==> src/rtl/bram_burst_reader.sv <==
// Burst reader for a 4-word-wide BRAM: fetches base/len in 4-word groups and streams words out.
// Optional macro BRAM_BURST_PREFETCH_EN adds a spare group buffer for bubble-free streaming.
module bram_burst_reader #(
    parameter int WIDTH = 8,
    parameter int DEPTH = 256,
    localparam int ADDRW = $clog2(DEPTH)
) (
    input  logic                 clk,
    input  logic                 rst_n,
    input  logic                 start,
    input  logic [ADDRW-1:0]     base_addr,
    input  logic [ADDRW:0]       len,
    output logic                 busy,
    output logic                 done,
    output logic                 err,
    output logic [ADDRW-1:0]     addr_read,
    input  logic [4*WIDTH-1:0]   mem_data,
    output logic [WIDTH-1:0]     out_data,
    output logic                 out_valid,
    input  logic                 out_ready
);

    localparam int SpanW = ADDRW + 2;

    typedef enum logic [2:0] {StIdle, StAddr, StLoad, StStream, StFin} state_e;

    state_e               state_q, state_d;
    logic [ADDRW-1:0]     addr_read_q, addr_read_d;
    logic [ADDRW-1:0]     grp_addr_q, grp_addr_d;
    logic [ADDRW:0]       rem_q, rem_d;
    logic [1:0]           lane_q, lane_d;
    logic [4*WIDTH-1:0]   cur_buf_q, cur_buf_d;
    logic                 err_q, err_d;

    logic [SpanW-1:0]     span;
    logic                 range_bad;
    logic                 last_lane;
    logic [ADDRW-1:0]     next_grp;

    assign span      = SpanW'(base_addr) + SpanW'(len);
    assign range_bad = span > SpanW'(DEPTH);
    assign next_grp  = grp_addr_q + ADDRW'(4);
    // Final word of a group: lane 3, or the burst's last word in a partial tail.
    assign last_lane = (lane_q == 2'd3) || (rem_q == (ADDRW+1)'(1));

`ifdef BRAM_BURST_PREFETCH_EN
    logic [4*WIDTH-1:0]   nxt_buf_q, nxt_buf_d;
    logic                 nxt_valid_q, nxt_valid_d;
    logic                 pf_addr_q, pf_addr_d;
    logic                 pf_data_q, pf_data_d;
    logic [2:0]           grp_left;
    logic                 more_groups;

    // Another group follows the current one when remaining exceeds the words left in this group.
    assign grp_left    = 3'd4 - {1'b0, lane_q};
    assign more_groups = rem_q > (ADDRW+1)'(grp_left);
`endif

    always_comb begin
        state_d     = state_q;
        addr_read_d = addr_read_q;
        grp_addr_d  = grp_addr_q;
        rem_d       = rem_q;
        lane_d      = lane_q;
        cur_buf_d   = cur_buf_q;
        err_d       = 1'b0;
`ifdef BRAM_BURST_PREFETCH_EN
        nxt_buf_d   = nxt_buf_q;
        nxt_valid_d = nxt_valid_q;
        pf_addr_d   = 1'b0;
        pf_data_d   = 1'b0;
`endif
        unique case (state_q)
            StIdle, StFin: begin
                state_d = StIdle;
                if (start) begin
                    if (range_bad) begin
                        err_d = 1'b1;
                    end else if (len == '0) begin
                        state_d = StFin;
                    end else begin
                        state_d     = StAddr;
                        grp_addr_d  = base_addr;
                        addr_read_d = base_addr;
                        rem_d       = len;
                        lane_d      = '0;
`ifdef BRAM_BURST_PREFETCH_EN
                        nxt_valid_d = 1'b0;
`endif
                    end
                end
            end
            StAddr: begin
                state_d = StLoad;
            end
            StLoad: begin
                cur_buf_d = mem_data;
                lane_d    = '0;
                state_d   = StStream;
            end
            StStream: begin
`ifdef BRAM_BURST_PREFETCH_EN
                // Two-stage prefetch: address goes out, data is captured the cycle after.
                pf_data_d = pf_addr_q;
                if (pf_data_q) begin
                    nxt_buf_d   = mem_data;
                    nxt_valid_d = 1'b1;
                end
                if (!nxt_valid_q && !pf_addr_q && !pf_data_q && more_groups) begin
                    addr_read_d = next_grp;
                    pf_addr_d   = 1'b1;
                end
`endif
                if (out_ready) begin
                    rem_d  = rem_q - (ADDRW+1)'(1);
                    lane_d = lane_q + 2'd1;
                    if (last_lane) begin
                        lane_d = '0;
                        if (rem_q == (ADDRW+1)'(1)) begin
                            state_d = StFin;
`ifdef BRAM_BURST_PREFETCH_EN
                        end else if (nxt_valid_q) begin
                            cur_buf_d   = nxt_buf_q;
                            nxt_valid_d = 1'b0;
                            grp_addr_d  = next_grp;
`endif
                        end else begin
                            grp_addr_d  = next_grp;
                            addr_read_d = next_grp;
                            state_d     = StAddr;
`ifdef BRAM_BURST_PREFETCH_EN
                            pf_addr_d   = 1'b0;
                            pf_data_d   = 1'b0;
                            nxt_valid_d = 1'b0;
`endif
                        end
                    end
                end
            end
            default: begin
                state_d = StIdle;
            end
        endcase
    end

    always_ff @(posedge clk) begin
        if (!rst_n) begin
            state_q     <= StIdle;
            addr_read_q <= '0;
            grp_addr_q  <= '0;
            rem_q       <= '0;
            lane_q      <= '0;
            cur_buf_q   <= '0;
            err_q       <= 1'b0;
`ifdef BRAM_BURST_PREFETCH_EN
            nxt_buf_q   <= '0;
            nxt_valid_q <= 1'b0;
            pf_addr_q   <= 1'b0;
            pf_data_q   <= 1'b0;
`endif
        end else begin
            state_q     <= state_d;
            addr_read_q <= addr_read_d;
            grp_addr_q  <= grp_addr_d;
            rem_q       <= rem_d;
            lane_q      <= lane_d;
            cur_buf_q   <= cur_buf_d;
            err_q       <= err_d;
`ifdef BRAM_BURST_PREFETCH_EN
            nxt_buf_q   <= nxt_buf_d;
            nxt_valid_q <= nxt_valid_d;
            pf_addr_q   <= pf_addr_d;
            pf_data_q   <= pf_data_d;
`endif
        end
    end

    assign busy      = (state_q == StAddr) || (state_q == StLoad) || (state_q == StStream);
    assign done      = (state_q == StFin);
    assign err       = err_q;
    assign addr_read = addr_read_q;
    assign out_valid = (state_q == StStream);
    assign out_data  = cur_buf_q[lane_q*WIDTH +: WIDTH];

endmodule

==> config.mk <==
export PLATFORM = sky130hd
export DESIGN_NAME = bram_burst_reader
export DESIGN_NICKNAME = d
export VERILOG_FILES = /design/src/rtl/bram_burst_reader.sv
export SDC_FILE = /design/constraint.sdc
export NUM_CORES = 1
export LEC_CHECK = 0
export BUFFER_PORTS_ARGS = -buffer_cell sky130_fd_sc_hd__buf_2
export CAP_MARGIN = 20
export CORE_ASPECT_RATIO = 0.9
export CORE_UTILIZATION = 30
export CTS_CLUSTER_DIAMETER = 40
export DETAILED_ROUTE_END_ITERATION = 10
export PLACE_DENSITY = 0.59
export SYNTH_ARGS = -nofsm -noshare
export SYNTH_HDL_FRONTEND = slang
export SYNTH_SLANG_ARGS = --single-unit
==> constraint.sdc <==
create_clock -name clk -period 3.97 [get_ports clk]
set_input_delay 0.5955 -clock clk [delete_from_list [all_inputs] [get_ports clk]]
set_output_delay 0.5955 -clock clk [all_outputs]
set_load 0.02 [all_outputs]
Word-level counts from Yosys, hierarchy flattened --
Cells that the tools add are included.
Storage, ports and cells: register bits after elaboration 55, word-level logic and storage cells 63
Operators by class: $add $sub $neg 4, order comparisons 1, equality and inequality tests 12, shifts and indexed selects 1, multiplexer cells 26, reduce and logical (&&, ||, !) cells 13
Operators by type and width (number):
- 8-bit two-way mux | 6
- 9-bit two-way mux | 4
- 32-bit by 6-bit variable part select with 8-bit output | 1
- 3-bit two-way mux | 6
- 9-bit one-hot mux with 2 select lines | 1
- 8-bit one-hot mux with 2 select lines | 1
- 3-bit one-hot mux with 4 select lines | 1
- 8-bit by 9-bit adder with 10-bit output | 1
- 10-bit by 9-bit greater-than comparator with 1-bit output, second input constant | 1
- 2-bit two-way mux | 5
- 5-bit AND reduction | 2
- 9-bit by 1-bit equality test with 1-bit output, second input constant | 1
- 9-bit zero test | 1
- 9-bit by 1-bit subtractor with 9-bit output, second input constant | 1
- 8-bit by 3-bit adder with 8-bit output, second input constant | 1
- 2-bit != test, second input constant | 4
- 7-bit AND reduction | 1
- 3-bit by 2-bit equality test with 1-bit output, second input constant | 2
- 2-bit one-hot mux with 3 select lines | 1
- 2-bit by 1-bit != test with 1-bit output, second input constant | 2
- 3-bit by 1-bit equality test with 1-bit output, second input constant | 1
- 3-bit equality test, second input constant | 1
- 3-bit zero test | 1
- 1-bit logical OR | 3
- other kinds (8) | 8

Longest topological paths before layout --
depth after elaboration 5, mapped depth 13

Least setup slack after synthesis --
OpenSTA, ideal clock, no wires.
path kind input -> register, start point in base_addr[1], end point reg rem_q[6], library setup time 0.128 ns, data arrival time 2.895 ns, setup slack 0.947 ns, cell stages on the path 11, buffers on the path 1, cells stage by stage ha_1 -> a211oi_2 -> or3b_4 -> o21bai_1 -> a221o_1 -> a2111oi_4 -> o2111a_1 -> a31o_2 -> buf_6 -> mux2i_1 -> a21boi_1
On the way: cells in the longest elaborated chain, start to end 4
RTL lines:
- start, declared | line 11 | input logic [ADDRW-1:0] base_addr,
- 8-bit by 9-bit adder with 10-bit output | line 40 | assign span = SpanW'(base_addr) + SpanW'(len);
- 10-bit by 9-bit greater-than comparator with 1-bit output | line 41 | assign range_bad = span > SpanW'(DEPTH);
- 2-bit != test (no source line)
- 5-bit AND reduction (no source line)
- end signal, assigned | line 165 | rem_q <= rem_d;
- end, declared | line 30 | logic [ADDRW:0] rem_q, rem_d;
Every way passes these cells. A chain may end at the register's enable or synchronous reset.

Worst setup path in the final report --
start point in len[1], end point reg rem_q[6]
On the way: cells in the longest elaborated chain, start to end 4, elaborated cells between the ends (all ways) 6
RTL lines:
- start, declared | line 12 | input logic [ADDRW:0] len,
- 8-bit by 9-bit adder with 10-bit output | line 40
- 10-bit by 9-bit greater-than comparator with 1-bit output | line 41
- 2-bit != test (no source line)
- 5-bit AND reduction (no source line) *
Mark *: on every way between the ends. The rest lies on a longest branch, timed or not.

==> summary.txt <==
STA
  – Max-slew violation count: 0
  – Worst Skew: 3.438 ps
  – Period utilization: 78.74%
  – Worst slew margin: 41.90%
  – RSZ-0062 raised after global routing: false
  – Final setup vio count: 0
  – Endpoints failing hold: 0
  – Fmax: 319.9 MHz
  – Setup tns final: 0 ps
  – Worst-Margin Slew: 871.5 ps
  – Setup ws final: 844.2 ps
  – Final min period: 3126 ps

Global routing
  – Vias in the first global route: 2596
  – First-pass GRT wire length: 12.66 mm
  – Largest net degree at the start of global routing: 57
  – Grt total ovfl: 0
  – Antenna violations before repair: 0
  – All-Layer GR Usage: 14.85%

Clock tree
  – Clk root buf: clkbuf_16
  – CTS clk-pin slew, worst paths: 70 ps
  – Post-CTS Setup Bufs: 0
  – Clk buf depth: 2
  – Post-cts hold buffer count: 0
  – Latest clock arrival within the worst-skew pair: 290 ps
  – # resized after CTS: 0
  – CTS tree: built
  – Htree depth: 2
  – Clock net sink count: 55
  – CTS buffer count: 5

Setup path
  – WS Path Type: in -> reg
  – Max incr delay on CP: 410 ps
  – Crit end category: flop
  – Worst reg2reg setup slack: 1630 ps
  – Crit path cell chain: buf_2 > ha_1 > a211oi_2 > or3b_4 > o21bai_1 > a221o_1 > a2111oi_4 > o2111a_1 > a31o_2 > mux2i_1 > a21boi_1
  – Critical path data required time: 4150 ps
  – Critical Path End: rem_q[6]$_SDFFE_PN0P_
  – CP max FO: 11
  – Startpoint Class: primary input
  – Worst r2r src: state_q[1]$_SDFFE_PN0P_
  – Launch point of the worst path: len[1]
  – Crit path DAT: 3300 ps
  – R2R depth: 9
  – Slowest CP cell: or3b_4
  – Critical R2R Capture: grp_addr_q[5]$_SDFFE_PN0P_

Route
  – DR iter-0 viols: 132
  – Routed Antenna Nets: 0
  – Drt total wl: 8.049 mm
  – Vias per cell: 5.049
  – DR DRC count: 0
  – Routed via count: 2858
  – Drt pass-1 iters: 4
  – DR WL/cell: 14.22 microns

Logic synthesis
  – Post-Syn Nets: 440
  – Post-synth EDFFs: 0
  – Post-synthesis sequential area ratio: 35.09%
  – Unique masters post-synth: 53
  – Primary FF master, synth: dfxtp_1
  – Synth Register Bits: 55
  – Cell Area, Synth: 3138 sq um
  – Ys async rst share: 0%
  – Avg Inst Size Synth: 8.390 sq um
  – Ys Warns: 0
  – Cell count after synthesis: 374

Floorplan
  – Cell Rows: 35
  – Die Wd: 109.8 microns
  – Core area: 10200 sq um
  – Starting density of the core: 30.75%
  – Die area: 10870 sq um
  – I/O Pins: 73
  – Die H: 99.03 microns

Cells and area
  – # nets final: 502
  – Area delta synth->final: 20.26%
  – Non-filler cells in the finished layout: 566
  – Share of cells above drive strength 1: 22.88%
  – Antenna cell count: 0

Placement
  – I/O Buffers: 72
  – Routability cong.: 0.8547
  – Dpl ws: 546.6 ps
  – Post-Place Cells: 557
  – Detailed Place HPWL: 5.916 mm

Pwr
  – Worst vdd ir: 0.0001794 V
  – Pwr/cell area: 349.0 nW/um^2
  – P_leak: 0.001498 uW
  – Tot Pwr: 1317 uW

Status
  – Status: complete, no violations

Flow run
  – Max-cap violations: 0

Hold path
  – Hold Crit Start: cur_buf_q[28]$_SDFFE_PN0P_
  – Hold/Removal Path Class: reg -> reg
[critical path: cells and delay by family]
family	cells	cell delay (ps)
adders and majority gates	1	290
muxes	1	240
and+or+nand+nor	1	410
AOI/OAI and AO/OA	7	1640
buffers and inverters	1	120
[through the flow]
stage                     hold slack [ps]  instance area (sq um)  utilization (%)
final                               465.0                   3774            36.98
after global placement              451.5                   3597            35.25
after CTS                           468.2                   3746            36.71
after detailed placement            457.5                   3597            35.25
after floorplan                     440.2                   3138                -
after global routing                489.8                   3774            36.98
[cell usage in the layout (no fill, tap or decap), types with 9 or more instances in the layout]
cell and n:
nand3_1 13, dfxtp_1 55, nor2_1 18, buf_2 72, o21ai_0 16, ha_1 12
a21boi_0 32, inv_1 9, nand2_1 91, mux2i_1 11
[flip-flops by register name, summed over array words and instances, names as in the netlist]
name and flops:
lane_q 2, rem_q 9, grp_addr_q 8, cur_buf_q 32, err 1, state_q 3
[worst min-delay path by stage]
stage                                  to  slack [ps]  cells past startpoint
3_3_place_gp   cur_buf_q[15]$_SDFFE_PN0P_         450                      2
4_1_cts        cur_buf_q[16]$_SDFFE_PN0P_         470                      2
3_5_place_dp   cur_buf_q[16]$_SDFFE_PN0P_         460                      2
5_1_grt         cur_buf_q[5]$_SDFFE_PN0P_         490                      2
6_report       cur_buf_q[28]$_SDFFE_PN0P_         460                      2
2_1_floorplan  cur_buf_q[16]$_SDFFE_PN0P_         440                      2
[layout make-up]
type	instances	area, sq um
multi-input combinational	289	1918
tap	129	161.4
inverter	9	33.78
clock inverter	3	23.77
clock buffer	5	125.1
fill	1057	6430
timing repair buffer	76	410.4
sequential	55	1101
[cell usage after synthesis, drive strengths merged (4+ instances only)]
master | count | share of area [%]
nor2b | 6 | 1.2
buf | 4 | 0.84
nand3 | 13 | 2.1
nor2 | 19 | 2.4
a21boi | 40 | 9.6
dfxtp | 55 | 35
clkbuf | 17 | 2.0
a211oi | 4 | 1.1
ha | 12 | 4.8
nand2 | 91 | 11
mux4 | 8 | 5.7
o31ai | 4 | 0.96
inv | 9 | 1.1
o21ai | 16 | 2.6
or3 | 5 | 1.0
a21oi | 6 | 0.96
mux2i | 11 | 3.5
nor3 | 7 | 1.1
[kinds of logic after synthesis]
family / after synthesis / synth area share [%]
AOI/OAI and AO/OA: 93 / 22.01
xor gates and xnor gates: 3 / 0.8375
adders and majority gates: 13 / 5.423
buffers and inverters: 30 / 3.947
DFF: 55 / 35.09
muxes: 20 / 9.609
and+or+nand+nor: 160 / 23.09
[routing by layer]
metal	GRT usage, %	wire [microns]	vias up
met4	4.000	53	0
li1	-	-	1453
met2	23.27	3712	48
met3	2.513	301	4
met1	20.89	3982	1353
met5	0	0	-
[where the power goes]
part	internal (uW)	switching (uW)	leakage (uW)
registers	580	22.7	0.000446
clock network	238	217	0.0000717
logic	111	148	0.000980
total	929	388	0.00150
Power figures use the tool's default switching activity.
